`src/rtl/hs_pkg.sv`:
```
// Shared definitions for the bit-serial half-subtractor datapath.
package hs_pkg;

  localparam int HS_MAX_WIDTH = 32;

  // Two-bit encoding; code 2'b11 is unused and recovers to IDLE.
  typedef enum logic [1:0] {
    IDLE  = 2'b00,
    SHIFT = 2'b01,
    DONE  = 2'b10
  } state_t;

endpackage

```
`src/rtl/hs_cell.sv`:
```
// Combinational half subtractor: d = a - b (one bit), bo = borrow out.
module hs_cell (
  input  logic a,
  input  logic b,
  output logic d,
  output logic bo
);

  assign d  = a ^ b;
  assign bo = ~a & b;

endmodule

```
`src/rtl/hs_serial_sub.sv`:
```
// Bit-serial unsigned subtractor, LSB first, one bit per clock.
// Two chained half-subtractor cells plus a registered borrow form the bit slice.
module hs_serial_sub
  import hs_pkg::*;
#(
  parameter int WIDTH = 8
) (
  input  logic             clk,
  input  logic             rst_n,
  input  logic             start,
  input  logic [WIDTH-1:0] a,
  input  logic [WIDTH-1:0] b,
  output logic             busy,
  output logic             done,
  output logic [WIDTH-1:0] diff,
  output logic             borrow_out
);

  localparam int CW = ($clog2(WIDTH + 1) < 1) ? 1 : $clog2(WIDTH + 1);
  localparam logic [CW-1:0] LAST = CW'(WIDTH - 1);

  state_t           state;
  logic [WIDTH-1:0] a_sr;
  logic [WIDTH-1:0] b_sr;
  logic [WIDTH-1:0] diff_sr;
  logic [WIDTH-1:0] diff_next;
  logic [CW-1:0]    cnt;
  logic             brw;

  logic d1, b1, d, b2, bout;

  hs_cell u_hs1 (
    .a  (a_sr[0]),
    .b  (b_sr[0]),
    .d  (d1),
    .bo (b1)
  );

  hs_cell u_hs2 (
    .a  (d1),
    .b  (brw),
    .d  (d),
    .bo (b2)
  );

  assign bout = b1 | b2;

  // NOTE: give every always_comb output a default first so no path leaves it unassigned and infers a latch.
  always_comb begin
    diff_next            = diff_sr >> 1;
    diff_next[WIDTH-1]   = d;
  end

  // NOTE: sequential state uses non-blocking assignments so every flop samples pre-edge values.
  always_ff @(posedge clk) begin
    if (!rst_n) begin
      state      <= IDLE;
      busy       <= 1'b0;
      done       <= 1'b0;
      diff       <= '0;
      borrow_out <= 1'b0;
      a_sr       <= '0;
      b_sr       <= '0;
      diff_sr    <= '0;
      cnt        <= '0;
      brw        <= 1'b0;
    end else begin
      done <= 1'b0;
      case (state)
        IDLE, DONE: begin
          if (start) begin
            a_sr  <= a;
            b_sr  <= b;
            brw   <= 1'b0;
            cnt   <= '0;
            state <= SHIFT;
            busy  <= 1'b1;
          end else begin
            state <= IDLE;
            busy  <= 1'b0;
          end
        end
        SHIFT: begin
          a_sr    <= a_sr >> 1;
          b_sr    <= b_sr >> 1;
          diff_sr <= diff_next;
          brw     <= bout;
          cnt     <= cnt + 1'b1;
          // Last bit: publish the assembled result together with the final borrow.
          if (cnt == LAST) begin
            diff       <= diff_next;
            borrow_out <= bout;
            state      <= DONE;
            busy       <= 1'b0;
            done       <= 1'b1;
          end
        end
        default: begin
          state <= IDLE;
          busy  <= 1'b0;
        end
      endcase
    end
  end

endmodule

```
`config.mk`:
```
export PLATFORM = sky130hd
export DESIGN_NAME = hs_serial_sub
export DESIGN_NICKNAME = d
export VERILOG_FILES = /design/src/rtl/hs_pkg.sv /design/src/rtl/hs_cell.sv /design/src/rtl/hs_serial_sub.sv
export SDC_FILE = /design/constraint.sdc
export NUM_CORES = 1
export LEC_CHECK = 0
export ABC_AREA = 1
export ABC_CLOCK_PERIOD_IN_PS = 1070
export BUFFER_PORTS_ARGS = -buffer_cell sky130_fd_sc_hd__buf_2
export CORE_MARGIN = 2
export CORE_UTILIZATION = 49
export DETAILED_ROUTE_END_ITERATION = 6
export PLACE_DENSITY = 0.85
export RECOVER_POWER = 50
export SLEW_MARGIN = 20
export SYNTH_ARGS = -nofsm -noshare
export SYNTH_HDL_FRONTEND = slang
export SYNTH_SLANG_ARGS = --single-unit
```
`constraint.sdc`:
```
create_clock -name clk -period 1.07 [get_ports clk]
set_input_delay 0.1605 -clock clk [delete_from_list [all_inputs] [get_ports clk]]
set_output_delay 0.1605 -clock clk [all_outputs]
set_load 0.01 [all_outputs]
```
==> impl_metrics.toml <==
[run_status]
status = "finished with violations"
violations = "setup timing"

[yosys]
synth-edff-count = 0
async_flop_share = 0
yosys.area.top_type = "dfxtp_1"
synth_area_per_cell_um2 = 7.38
ys_ff_latch = 40
synth_compound_area_frac = 0.0868
synth_most_common_cell = "nand3_1"
yosys-top-cells-count = "nand3_1 (67), dfxtp_1 (40), nand2_1 (33)"
synthCells = 242
synth_top_family_by_area = "simple AND/OR/NAND/NOR gates"
synth_top_flop_cell = "dfxtp_1"
synthSimpleGateAreaFrac = 0.333
syn-num-nets = 263
synthMuxAreaShare = 0
synthTopCellsByArea = "dfxtp_1 (45%), nand3_1 (19%), nand2_1 (6.9%), a21oi_1 (6.2%), nor2_1 (4.8%)"
synthAdderAreaFrac = 0.0182
ys_warn_count = 0
syn_area_mm2 = 0.00179
synth_cell_types = 18
synth-xor-area-share = 0
ys_seq_area_frac = 0.448
synth_top_area_share = 0.448

[layout]
stdcell_count = 337
area_growth_pct = 32.9
fillCellCount = 286
finalNetCount = 311
seqCellArea_um2 = 811
multi_input_area_um2 = 931
antenna_cells = 0
drive_gt1_frac = 0.326

[pwr]
p_comb_frac = 0.162
p_leak_uw = 0.00105
p_clk_frac = 0.318
switching_share = 0.267
ir_worst_vdd_mv = 1.16
p_per_area_mw_per_mm2 = 1310
seq_power_share = 0.520
switchingPower_uw = 832
p_int_uw = 2280

[timing]
setup_slack_ps = -74.4
maxSlewHeadroom = 0.868
timing.final.crit_share = 1.07
finalHoldViolations = 0
rsz0062_at_grt = "yes"
tightest_slew_ps = 198
fmax_mhz = 874
min_period_ps = 1140
finalSetupViolations = 13
skew_ps = 10.6
slew_violations = 0

[cts]
htree_levels = 2
clock_sinks = 40
cts_buffer_depth = 2
insertion_delay_ps = 340
root_buffer = "clkbuf_4"
cts_tree = "yes"
clkTransAtPathRegs_ps = 120
numCtsBuffers = 5

[detailed_routing]
remaining_drc_errors = 0
num_vias = 1749
wl_mm = 4.18
drt-wirelength-per-cell_um = 12.4
first_pass_iters = 5
ant_nets = 0
vias_per_cell = 5.19
drt_iter0_markers = 156

[global_route]
antenna_found_initial = 0
grt_max_degree = 22
grt_pass1_wl_mm = 6.97
overflow = 0
grt.total_usage = 0.211
grt_pass1_vias = 1649

[place]
gp_congestion = 0.721
placedCellCount = 323
pre_cts_slack_ps = -71.1
hpwl_mm = 2.60
portBuffers = 29

[worst_setup_path]
arrival_ps = 1440
critPathLaunchType = "flop"
required_ps = 1360
endpoint_kind = "flop"
criticalPathCategory = "reg2reg"
crit_path_max_fanout = 4

[flow_run]
cap_viol_max_count = 0

[worst_hold_path]
hp-class = "in2reg"

[die]
num_rows = 21
die_area_mm2 = 0.00415
core_area_mm2 = 0.00342
dieHeight_um = 64.4
ioPinCount = 30
start_util = 0.523
die_x_um = 64.4
[placed cells by master, fill, tap and decap left out, drive strengths merged]
| master | count |
|---|---|
| a21oi | 22 |
| buf | 46 |
| bufinv | 1 |
| clkbuf | 15 |
| clkinv | 1 |
| clkinvlp | 1 |
| dfxtp | 40 |
| fa | 1 |
| ha | 1 |
| inv | 24 |
| nand2 | 37 |
| nand3 | 67 |
| nor2 | 26 |
| o21ai | 9 |
[worst max-delay path, stage by stage (launching register included)]
cell     delay, ps
dfxtp_2        370
ha_4           150
buf_6           90
nand3_4        120
nor2_4         180
nand3_1        100
nand2_1         70
[metal layers]
metal / track usage / share of wire / vias up
met4: 0.0585 / 0.013 / 0
li1: - / - / 891
met3: 0.0475 / 0.047 / 6
met2: 0.385 / 0.51 / 52
met5: 0 / 0 / -
met1: 0.247 / 0.43 / 800
[power by group through the flow]
| stage | clock network, uW | logic (uW) | registers (uW) |
|---|---|---|---|
| 2_1_floorplan | 0 | 293 | 1640 |
| 3_3_place_gp | 0 | 417 | 1640 |
| 3_5_place_dp | 0 | 429 | 1650 |
| 4_1_cts | 992 | 465 | 1620 |
| 5_1_grt | 1060 | 561 | 1630 |
| 6_report | 992 | 504 | 1620 |
[sequential cells by signal (all words and copies together), names as in the netlist]
signal,cells
a_sr,8
b_sr,8
diff,8
diff_sr,7
cnt,4
state,2
borrow_out,1
brw,1
done,1
[layout make-up]
cell class	count	area share
Sequential cell	40	0.341
Clock inverter	3	0.0179
Multi-Input combinational cell	163	0.392
Tap cell	46	0.0242
Clock buffer	5	0.0158
Inverter	24	0.0390
Timing Repair Buffer	56	0.170
[path summary, 6_finish.rpt]
| path | from | endpoint | slack (ps) | cells after the start |
|---|---|---|---|---|
| min | a[7] | a_sr[7]$_SDFFE_PN0P_ | 70 | 3 |
| max reg2reg | cnt[0]$_SDFFE_PN0P_ | borrow_out$_SDFFE_PN0P_ | -70 | 6 |
| min reg2reg | diff[4]$_SDFFE_PN0P_ | diff[4]$_SDFFE_PN0P_ | 470 | 2 |
| max | cnt[0]$_SDFFE_PN0P_ | borrow_out$_SDFFE_PN0P_ | -70 | 6 |
[through the flow]
step | util | hold WS [ps] | total power [uW] | setup TNS, ps | area, um^2
final | 0.695 | 65.0 | 3120 | -643 | 2370
after global routing | 0.695 | 63.3 | 3250 | -1720 | 2370
after CTS | 0.675 | 55.6 | 3070 | -603 | 2300
after detailed placement | 0.615 | 429 | 2070 | -991 | 2100
after global placement | 0.615 | 420 | 2060 | -472 | 2100
after floorplan | - | 308 | 1930 | -22.2 | 1810
[cell families after synthesis]
group                      after synthesis
AOI/OAI and AO/OA                       31
adders and majority gates                2
buffers and inverters                   41
DFF                                     40
and+or+nand+nor                        128
[repair_timing]
| item | 4_1_cts | 5_1_grt |
|---|---|---|
| pin swaps | 10 | 10 |
| setup endpoints to repair | 41 | 37 |
| resized for setup | 19 | 31 |
| setup buffers | 3 | 1 |
| hold buffers | 0 | 0 |
| cloned | 2 | 0 |
Note: power is estimated with default switching activity, not from simulation.
